===== src/rtl/acc_control_fsm.sv =====
// Multicycle control unit for the 16-bit accumulator datapath: sequences each instruction,
// drives the accumulator input-mux select and datapath strobes, and counts retired instructions.
module acc_control_fsm #(
    parameter int OPW   = 4,
    parameter int CNT_W = 16
) (
    input  logic             clk,
    input  logic             reset,
    input  logic [OPW-1:0]   opcode,
    input  logic             acc_zero,
    input  logic             mem_ready,
    output logic             ir_write,
    output logic             pc_inc,
    output logic             pc_load,
    output logic             mem_read,
    output logic             mem_write,
    output logic [1:0]       alu_op,
    output logic [2:0]       acc_sel,
    output logic             acc_write,
    output logic             halted,
    output logic [CNT_W-1:0] retired
);

    typedef enum logic [2:0] {
        FETCH  = 3'd0,
        DECODE = 3'd1,
        MEM    = 3'd2,
        EXEC   = 3'd3,
        WB     = 3'd4,
        HALT   = 3'd5
    } state_t;

    localparam logic [OPW-1:0] OP_LDI  = OPW'(1);
    localparam logic [OPW-1:0] OP_LUI  = OPW'(2);
    localparam logic [OPW-1:0] OP_LD   = OPW'(3);
    localparam logic [OPW-1:0] OP_ST   = OPW'(4);
    localparam logic [OPW-1:0] OP_ADD  = OPW'(5);
    localparam logic [OPW-1:0] OP_OR   = OPW'(8);
    localparam logic [OPW-1:0] OP_IN   = OPW'(9);
    localparam logic [OPW-1:0] OP_BEQZ = OPW'(10);
    localparam logic [OPW-1:0] OP_JMP  = OPW'(11);
    localparam logic [OPW-1:0] OP_HALT = OPW'(15);

    state_t           state_q, state_d;
    logic [CNT_W-1:0] retired_q, retired_d;
    logic             retire;

    logic             ir_write_c, pc_inc_c, pc_load_c, mem_read_c, mem_write_c;
    logic             acc_write_c, halted_c;
    logic [1:0]       alu_op_c;
    logic [2:0]       acc_sel_c;

    logic             is_alu, is_wb_only, is_mem, is_branch;
    logic [OPW-1:0]   alu_diff;

    assign is_alu     = (opcode >= OP_ADD) && (opcode <= OP_OR);
    assign is_wb_only = (opcode == OP_LDI) || (opcode == OP_LUI) || (opcode == OP_IN);
    assign is_mem     = (opcode >= OP_LD) && (opcode <= OP_OR);
    assign is_branch  = (opcode == OP_BEQZ) || (opcode == OP_JMP);
    assign alu_diff   = opcode - OP_ADD;

    always_ff @(posedge clk or posedge reset) begin
        if (reset) begin
            state_q   <= FETCH;
            retired_q <= '0;
        end else begin
            state_q   <= state_d;
            retired_q <= retired_d;
        end
    end

    always_comb begin
        state_d     = state_q;
        retire      = 1'b0;
        ir_write_c  = 1'b0;
        pc_inc_c    = 1'b0;
        pc_load_c   = 1'b0;
        mem_read_c  = 1'b0;
        mem_write_c = 1'b0;
        alu_op_c    = 2'b00;
        acc_sel_c   = 3'd0;
        acc_write_c = 1'b0;
        halted_c    = 1'b0;

        case (state_q)
            FETCH: begin
                ir_write_c = 1'b1;
                mem_read_c = 1'b1;
                if (mem_ready) begin
                    pc_inc_c = 1'b1;
                    state_d  = DECODE;
                end
            end
            DECODE: begin
                if (is_wb_only) begin
                    state_d = WB;
                end else if (is_mem) begin
                    state_d = MEM;
                end else if (is_branch) begin
                    state_d = EXEC;
                end else if (opcode == OP_HALT) begin
                    state_d = HALT;
                    retire  = 1'b1;
                end else begin
                    // unassigned opcodes behave as a NOP and still retire
                    state_d = FETCH;
                    retire  = 1'b1;
                end
            end
            MEM: begin
                if (opcode == OP_ST) mem_write_c = 1'b1;
                else                 mem_read_c  = 1'b1;
                if (mem_ready) begin
                    if (opcode == OP_ST) begin
                        state_d = FETCH;
                        retire  = 1'b1;
                    end else if (is_alu) begin
                        state_d = EXEC;
                    end else begin
                        state_d = WB;
                    end
                end
            end
            EXEC: begin
                if (is_alu) begin
                    alu_op_c = alu_diff[1:0];
                    state_d  = WB;
                end else begin
                    pc_load_c = (opcode == OP_JMP) || ((opcode == OP_BEQZ) && acc_zero);
                    state_d   = FETCH;
                    retire    = 1'b1;
                end
            end
            WB: begin
                acc_write_c = 1'b1;
                case (opcode)
                    OP_LD:   acc_sel_c = 3'd1;
                    OP_LDI:  acc_sel_c = 3'd2;
                    OP_LUI:  acc_sel_c = 3'd3;
                    OP_IN:   acc_sel_c = 3'd4;
                    default: acc_sel_c = 3'd0;
                endcase
                state_d = FETCH;
                retire  = 1'b1;
            end
            HALT: begin
                halted_c = 1'b1;
            end
            default: begin
                state_d = FETCH;
            end
        endcase

        retired_d = retire ? retired_q + CNT_W'(1) : retired_q;
    end

    // Strobes are forced low for the whole time reset is held, not just after the edge.
    assign ir_write  = ir_write_c  & ~reset;
    assign pc_inc    = pc_inc_c    & ~reset;
    assign pc_load   = pc_load_c   & ~reset;
    assign mem_read  = mem_read_c  & ~reset;
    assign mem_write = mem_write_c & ~reset;
    assign alu_op    = alu_op_c    & {2{~reset}};
    assign acc_sel   = acc_sel_c   & {3{~reset}};
    assign acc_write = acc_write_c & ~reset;
    assign halted    = halted_c    & ~reset;
    assign retired   = retired_q;

endmodule

===== config.mk =====
export PLATFORM = sky130hd
export DESIGN_NAME = acc_control_fsm
export DESIGN_NICKNAME = d
export VERILOG_FILES = /design/src/rtl/acc_control_fsm.sv
export SDC_FILE = /design/constraint.sdc
export NUM_CORES = 1
export LEC_CHECK = 0
export ABC_AREA = 1
export CAP_MARGIN = 5
export CORE_MARGIN = 1
export CORE_UTILIZATION = 25
export CTS_BUF_LIST = sky130_fd_sc_hd__clkbuf_8
export DETAILED_ROUTE_END_ITERATION = 10
export GPL_TIMING_DRIVEN = 0
export PLACE_DENSITY = 0.44
export SYNTH_ARGS = -nofsm -noshare
export SYNTH_HDL_FRONTEND = slang
export SYNTH_SLANG_ARGS = --single-unit

===== constraint.sdc =====
create_clock -name clk -period 1.6 [get_ports clk]
set_clock_uncertainty 0.05 [all_clocks]
set_input_delay 0.32 -clock clk [delete_from_list [all_inputs] [get_ports clk]]
set_output_delay 0.32 -clock clk [all_outputs]
set_load 0.03 [all_outputs]

# Word-level counts from Yosys, hierarchy flattened
# Cells that the tools add are included.
# word_totals
register_bits,19
latch_bits,0
ram_bits,0
rom_bits,0
inputBits,8
out_inout_bits,28
wordCells,73
mem_count,0
# classes
n_addsub,2
mul,0
n_div,0
n_lt_le_gt_ge,3
eq_ne,15
n_shift,0
muxes,31
bitwise_logic,11
n_reduce_logical,9
# op_table
op,n
3-bit 2-to-1 mux,10
16-bit by 1-bit adder with 16-bit output (second input constant),1
4-bit == test (second input constant),4
1-bit 2-to-1 mux,15
3-bit case mux with 5 select lines,1
3-bit case mux with 4 select lines,1
4-bit by 2-bit == test with 1-bit output (second input constant),2
1-bit bitwise AND,7
3-bit by 2-bit == test with 1-bit output (second input constant),2
3-bit == test (second input constant),2
4-bit by 1-bit == test with 1-bit output (second input constant),1
4-bit by 3-bit == test with 1-bit output (second input constant),1
4-bit by 2-bit greater-or-equal comparator with 1-bit output (second input constant),1
4-bit by 3-bit greater-or-equal comparator with 1-bit output (second input constant),1
4-bit <= comparator (second input constant),1
1-bit logical OR,4
2-bit 2-to-1 mux,2
2-bit != test (second input constant),2
1-bit case mux with 4 select lines,1
3-bit bitwise AND,1
3-bit by 1-bit == test with 1-bit output (second input constant),1
1-bit logical AND,3
3-bit zero test,1
3-bit AND reduction,1
4 further kinds,5

# Longest topological paths before layout
# Gate-level depths: netlist of the first run.
# logic_depth
depth_word,6
depth_mapped,12

# Least setup slack after synthesis of the first run
# Ideal clock, no wire load.
# synth_timing
kind,register -> output
from,register state_q[0]
to,output port acc_sel[0]
arrival_ns,2.134
path_slack_ns,-0.904
path_stages_with_launch,6
n_path_buf,0
cell_sequence,dfrtp_1 nor2_1 nand2_1 nor2_1 inv_1 nor4_1
# synth_between
elab_chain_cells,3
# synth_rtl
element,line_no,source
from (decl),44,"state_t state_q, state_d;"
from (signal assigned),67,state_q <= state_d;
3-bit == test,85,case (state_q)
3-bit 2-to-1 mux,85,
3-bit bitwise AND,164,assign acc_sel = acc_sel_c & {3{~reset}};
to (decl),18,"output logic [2:0] acc_sel,"
# Every way passes these cells.

# Worst setup path after layout of the first run
# Same ends and word-level chain as after synthesis.

==> summary.txt, run 1 <==
Run status
  • Status: finished with violations
  • Failing checks: negative setup slack

Place
  • Hpwl dp: 3.13 mm
  • I/O Buffers: 34
  • DP Worst Slack: -1600 ps
  • Placer Congestion: 0.779
  • Cell Area, Placed: 2150 sq um

Floorplanning
  • Die area: 6830 sq um
  • Initial Util: 0.258
  • Total core area: 6310 sq um
  • FP Rows: 29
  • Top Ports: 36
  • Chip width: between 80 and 90 microns
  • Die Span Y: roughly 83 microns

Synth
  • Async SR Flop Fraction: 1.00
  • Leading area contributor after synthesis: dfrtp_1
  • Yosys top cell area share: 0.292
  • Yosys warns: 0
  • Mux contribution to synthesized area: 0
  • Netlist cell types: 28
  • Register area share after synthesis: 0.292
  • Synth area leaders: dfrtp_1 29%, nand2_1 15%, nand3_1 9.5%
  • Commonest cells in the netlist: 67 x nand2_1, 32 x nor2_1, 31 x nand3_1, 23 x inv_1, 19 x dfrtp_1
  • Xor and xnor area share after synthesis: 0.0592
  • FF+latch count, synth: 19
  • Cells after Synth: 235
  • Mapped Nets: between 200 and 250
  • Synth Area in Compound Gates: 0.0285
  • Most common cell in the synthesized netlist: nand2_1
  • Largest family of logic cells by synthesized area: simple AND/OR/NAND/NOR gates
  • Synthesized cell area: 1630 sq um
  • Main flop type after synthesis: dfrtp_1
  • Simple-gate share of the synthesized area: 0.489
  • Adder-cell share of the synthesized area: 0.0385
  • EDFF count, synth: 0
  • Avg Inst Size Synth: 6.92 sq um

Timing
  • Tmin final: ~1800 ps
  • RSZ-0062 raised after global routing: yes
  • Setup ws final: -168 ps
  • Final Hold Fails: 0
  • Fmax: 0.566 GHz
  • Worst slew pin tran: 509 ps
  • Slew margin rel.: 0.659
  • Period utilization: 1.10
  • Worst Hold Margin: 320 ps
  • Endpoints failing setup: 23
  • Fin. max-slew vios: 0

Clock network
  • Skew-Pair Late Insertion Delay: 260 ps
  • Htree depth: 1
  • Worst-case clock buffer depth: 2
  • Clock sink total: 19
  • CTS tree: done
  • Clock slew at reported path FFs: 80 ps
  • CTS Root Cell: clkbuf_8
  • CTS Buf Count: 3

Power and ir drop
  • P_leak: 1.25 nW
  • Max rail drop VDD: approximately 0.0007 V
  • Overall power: 0.00327 W
  • Pwr Density: 1230 nW/um^2

Global routing
  • Vias in the first global route: approximately 1,500
  • First-pass GRT wire length: 7.24 mm
  • Total gr overflow: 0
  • Total GRT Usage: 0.141
  • Initial antenna violation count: 0
  • Largest net degree at the start of global routing: 17

Finish
  • Finished Core Util: 0.420
  • Nets@finish: roughly 310
  • Synthesis-to-finish area growth: 63.0%
  • Finished layout cell area: 2650 sq um
  • Fraction of layout cells with a size suffix above 1: 0.452
  • ANT cells: 0

Drt
  • Routed WL per cell: 12.3 microns
  • Drt drc: 0
  • WL final: 4.57 mm
  • Via count: 1,678
  • Detail Route Antenna Nets: 0
  • DR pass1 iterations: 4
  • Vias/cell: 4.52
  • Iter 0 DRT Violations: between 40 and 50

Setup path
  • Critical path required time: between 1000 and 1500 ps
  • Startpoint type of the worst setup path: register
  • Top delay family on crit path: simple AND/OR/NAND/NOR gates
  • Worst Path Max Fanout: 3
  • Worst path arrival time: 1400 ps
  • Slowest stage cell, crit path: dfrtp_1
  • Cells on worst reg2reg path: 9
  • Setup slack, reg-to-reg: -50 ps
  • Critical R2R Capture: retired[11]
  • Kind of critical path: reg -> out
  • Critical-path cell list: nor2_2 > nand2_2 > nor2_4 > inv_4 > nor4_4 > buf_4
  • Worst path max stage delay: 410 ps
  • CP endpoint kind: output pin
  • Worst R2R Start: state_q[1]
  • CP bufs+invs: 2

Hold path
  • Hold WC Path Type: in -> async

Run
  • Max-cap violations: 0
cell usage in the layout, fill, tap and decap left out, types with 2 or more instances in the layout:
| cell type | synthesis | final |
|---|---|---|
| nand2_1 | 67 | 61 |
| nand3_2 | 3 | 20 |
| buf_4 | 1 | 20 |
| inv_1 | 23 | 17 |
| nor2_1 | 32 | 17 |
| nand2_2 | 13 | 17 |
| dfrtp_1 | 19 | 17 |
| dlygate4sd2_1 | 0 | 15 |
| nor2_4 | 2 | 14 |
| buf_6 | 0 | 13 |
| nand3_1 | 31 | 11 |
| nor2_2 | 3 | 7 |
| xnor2_1 | 8 | 7 |
| inv_4 | 0 | 4 |
| inv_2 | 2 | 4 |
| o21ai_0 | 4 | 4 |
| nand2_4 | 2 | 4 |
| nand3_4 | 1 | 4 |
| ha_4 | 0 | 4 |
| nand4_1 | 3 | 3 |
| xor2_1 | 3 | 3 |
| clkbuf_8 | 0 | 3 |
| nor2_8 | 2 | 2 |
| buf_12 | 1 | 2 |
| nor4_4 | 0 | 2 |
| a21oi_1 | 2 | 2 |
| clkdlybuf4s50_1 | 0 | 2 |
| clkdlybuf4s15_2 | 0 | 2 |
| dfrtp_2 | 0 | 2 |
registers in the layout, summed over array words and instances, names as in the netlist:
name	flops
state_q	3
retired	16
layout make-up:
class,count,area (sq um)
tap,77,96.3
clock buffer,3,41.3
buffer,3,35.0
inverter,26,116
multi-input combinational,187,1360
fill,672,3660
timing repair buffer,54,520
sequential,19,478
clock inverter,1,3.75
timing repair inverter,1,5.00
how the worst max path moves through the flow:
stage	from	to	slack [ps]	cells after the start
2_1_floorplan	state_q[0]	acc_sel[0]	-230	5
3_3_place_gp	reset	pc_load	-1570	5
3_5_place_dp	reset	pc_load	-1600	5
4_1_cts	state_q[2]	alu_op[1]	-220	6
5_1_grt	state_q[0]	acc_sel[0]	-250	6
6_report	state_q[0]	acc_sel[0]	-170	6
metrics by stage:
step,instances,TNS [ps]
global route,371,-3720
global placement,346,-25110
CTS,365,-2030
finish,371,-1650
detailed placement,346,-25480
floorplan,235,-293
routing by layer:
layer  GRT usage  vias up  part of all wire
li1            -      862                 -
met1       0.182      788              0.46
met2       0.245       28              0.51
met3      0.0286        0             0.028
met4      0.0207        0                 0
met5           0        -                 0
power breakdown:
part	internal, W	switching, W
Combinational	0.000980	0.00126
Clock	0.000171	0.000166
Sequential	0.000566	0.000128
kinds of logic (layout without fill, tap and decap cells):
group | after synthesis | after routing
AOI/OAI and AO/OA | 8 | 8
xor gates and xnor gates | 11 | 11
adders and majority gates | 5 | 5
buffers and inverters | 30 | 88
DFF | 19 | 19
and+or+nand+nor | 162 | 163
repair_timing:
action	in CTS	in global routing
pin swaps	13	20
endpoints found under the setup margin	47	28
hold buffers	0	0
gates cloned	2	1
buffers inserted	14	6
gates resized for setup	140	47
(Power assumes the default switching activity.)
==> inputs of run 2 (changes only) <==
--- a/config.mk
+++ b/config.mk
@@ -8,11 +8,11 @@
 export ABC_AREA = 1
 export CAP_MARGIN = 5
 export CORE_MARGIN = 1
-export CORE_UTILIZATION = 25
+export CORE_UTILIZATION = 52
 export CTS_BUF_LIST = sky130_fd_sc_hd__clkbuf_8
 export DETAILED_ROUTE_END_ITERATION = 10
 export GPL_TIMING_DRIVEN = 0
-export PLACE_DENSITY = 0.44
+export PLACE_DENSITY = 0.81
 export SYNTH_ARGS = -nofsm -noshare
 export SYNTH_HDL_FRONTEND = slang
 export SYNTH_SLANG_ARGS = --single-unit
==> summary.txt, run 2 (synthesized netlist as in run 1, its figures left out) <==
Run status
  • Status: finished with violations (unchanged)
  • Failing checks: design-rule violations, negative setup slack (was negative setup slack)

Clock network
  • Clock sink total: 19 (unchanged)
  • Skew-Pair Late Insertion Delay: 260 ps (about the same)
  • Htree depth: 1 (unchanged)
  • CTS tree: done (unchanged)
  • CTS Root Cell: clkbuf_8 (unchanged)
  • CTS Hold Bufs: 0 (unchanged)
  • Clock slew at reported path FFs: 70 ps (was 80 ps)
  • CTS Buf Count: 3 (unchanged)
  • Worst-case clock buffer depth: 2 (unchanged)

Setup path
  • Worst path arrival time: 1480 ps (was 1400 ps)
  • Setup slack, reg-to-reg: -230 ps (was -50 ps)
  • Critical path required time: 1230 ps (about the same)
  • Worst Path Max Fanout: 4 (was 3)
  • Slowest stage cell, crit path: dfrtp_1 (unchanged)
  • Startpoint type of the worst setup path: register (unchanged)
  • Critical-path cell list: inv_2 > nand3_4 > nor2_8 > clkinv_4 > nor2_4 > buf_6 (was nor2_2 > nand2_2 > nor2_4 > inv_4 > nor4_4 > buf_4)
  • Worst setup path start: state_q[2] (was state_q[0])
  • Worst path max stage delay: 440 ps (was 410 ps)
  • Worst R2R Start: state_q[1] (unchanged)
  • CP endpoint kind: output pin (unchanged)
  • Cells on worst reg2reg path: 9 (unchanged)
  • Kind of critical path: reg -> out (unchanged)
  • Critical R2R Capture: retired[1] (was retired[11])

Global routing
  • Largest net degree at the start of global routing: 12 (was 17)
  • Vias in the first global route: 1,738 (was 1,511)
  • Total gr overflow: 0 (unchanged)
  • GR met2 Demand/Resource: 0.593 (was 0.245)
  • Busiest grt layer: met2 (unchanged)
  • GR Layer Usage met3: 0.0424 (was 0.0286)
  • Met1 usage: 0.365 (was 0.182)
  • First-pass GRT wire length: 8.18 mm (was 7.24 mm)
  • Initial antenna violation count: 0 (unchanged)
  • Total GRT Usage: 0.320 (was 0.141)

Drt
  • Detail Route Antenna Nets: 0 (unchanged)
  • Iter 0 DRT Violations: 86 (was 45)
  • Via count: 1,922 (was 1,678)
  • DR pass1 iterations: 7 (was 4)
  • WL final: 5.55 mm (was 4.57 mm)
  • Vias/cell: 5.82 (was 4.52)
  • Drt drc: 2 (was 0)
  • Routed WL per cell: 16.8 microns (was 12.3 microns)

Finish
  • Nets@finish: 313 (was 308)
  • Commonest cells after routing, fill and taps aside: 66 x nand2_1, 28 x buf_4, 27 x nand3_1 (was 61 x nand2_1, 20 x nand3_2, 20 x buf_4)
  • Finished Core Util: 0.851 (was 0.420)
  • Max FFs per register: 16 (unchanged)
  • Fraction of layout cells with a size suffix above 1: 0.385 (was 0.452)
  • ANT cells: 0 (unchanged)
  • Most common cell after layout, fill and taps aside: nand2_1 (unchanged)
  • Synthesis-to-finish area growth: 49.3% (was 63.0%)

Floorplanning
  • Die Span Y: 57.9 microns (was 82.7 microns)
  • Die area: 3360 sq um (was 6830 sq um)
  • Total core area: 2850 sq um (was 6310 sq um)
  • Initial Util: 0.570 (was 0.258)
  • Top Ports: 36 (unchanged)
  • FP Rows: 19 (was 29)
  • Chip width: 57.9 microns (was 82.7 microns)

Timing
  • Slew margin rel.: 0.658 (was 0.659)
  • Tmin final: 1850 ps (was 1770 ps)
  • Worst Hold Margin: 340 ps (was 320 ps)
  • Final Hold Fails: 0 (unchanged)
  • Period utilization: 1.16 (was 1.10)
  • Fmax: 0.540 GHz (was 0.566 GHz)
  • Setup TNS: -4350 ps (was -1650 ps)
  • Fin. max-slew vios: 0 (unchanged)
  • Worst slew pin tran: 510 ps (was 509 ps)
  • Endpoints failing setup: 29 (was 23)
  • RSZ-0062 raised after global routing: yes (unchanged)
  • Setup ws final: -253 ps (was -168 ps)

Power and ir drop
  • Max rail drop VDD: 0.00134 V (was 0.000715 V)
  • Sw Ratio: 0.492 (was 0.475)
  • P_leak: 1.21 nW (was 1.25 nW)
  • P_int: 0.00159 W (was 0.00172 W)
  • Clock Power Share: 0.108 (was 0.103)
  • Sequential Power Share: 0.216 (was 0.212)
  • Pwr Density: 1280 nW/um^2 (was 1230 nW/um^2)
  • Psw: 0.00153 W (was 0.00155 W)
  • Comb pwr share: 0.676 (was 0.685)

Run
  • Max-cap violations: 0 (unchanged)

Place
  • I/O Buffers: 34 (unchanged)
  • Hpwl dp: 2.85 mm (was 3.13 mm)
  • DP Worst Slack: -1460 ps (was -1600 ps)
  • Placer Congestion: 0.827 (was 0.779)

Hold path
  • Hold WC Path Type: in -> async (unchanged)
run 2: changes by cell type in the layout (fill, tap and decap cells not counted), moves of 3 or more:
cell,previous run,this run
nand2_1,61,66
buf_4,20,28
nand2_2,17,14
nor2_4,14,11
buf_6,13,10
nand3_1,11,27
nand3_2,20,4
buf_2,0,3
run 2: through the flow:
step / instance area, sq um / power [W] / instances
after global placement: 2090 / 0.00214 / 300
after floorplan: 1720 / 0.00178 / 235
after CTS: 2300 / 0.00271 / 318
after global routing: 2430 / 0.00325 / 330
after detailed placement: 2090 / 0.00215 / 300
final: 2430 / 0.00312 / 330
run 2: worst max-delay path, delay by kind of cell, from the launching register on:
family	cells	cell delay (ps)
flops	1	440
simple gates	3	410
buf+inv	3	370
run 2: power by group through the flow:
stage,logic (W),registers [W],clock network (W)
after floorplan,0.00104,0.000739,0
after global placement,0.00146,0.000676,0
after CTS,0.00171,0.000663,0.000339
final,0.00211,0.000674,0.000336
after detailed placement,0.00147,0.000679,0
after global routing,0.00222,0.000675,0.000359
run 2: layer usage:
| layer | part of all wire | up-vias |
|---|---|---|
| li1 | - | 871 |
| met1 | 0.40 | 922 |
| met2 | 0.50 | 93 |
| met3 | 0.048 | 36 |
| met4 | 0.050 | 0 |
| met5 | 0 | - |
run 2: layout make-up:
type	instances	area, sq um
Clock inverter	1	5.00
Timing Repair Buffer	59	508
Timing Repair inverter	1	5.00
Fill cell	174	424
Clock buffer	3	41.3
Sequential cell	19	475
Buffer	4	47.5
Inverter	26	114
Tap cell	31	38.8
Multi-Input combinational cell	186	1190
run 2: how the worst max path moves through the flow:
stage                 endpoint  slack (ps)  cells past startpoint
detailed placement     pc_load       -1460                      5
global route        retired[1]        -320                      9
global placement       pc_load       -1470                      5
floorplan           acc_sel[0]        -230                      5
finish                 pc_load        -250                      6
CTS                 acc_sel[0]        -180                      6
run 2: what timing repair did:
| item | 4_1_cts | 5_1_grt |
|---|---|---|
| resized for setup | 134 | 12 |
| setup endpoints to repair | 47 | 23 |
| pin swaps | 12 | 7 |
| gates cloned | 1 | 0 |
| buffers inserted | 13 | 12 |
| endpoints found under the hold margin | 0 | 0 |
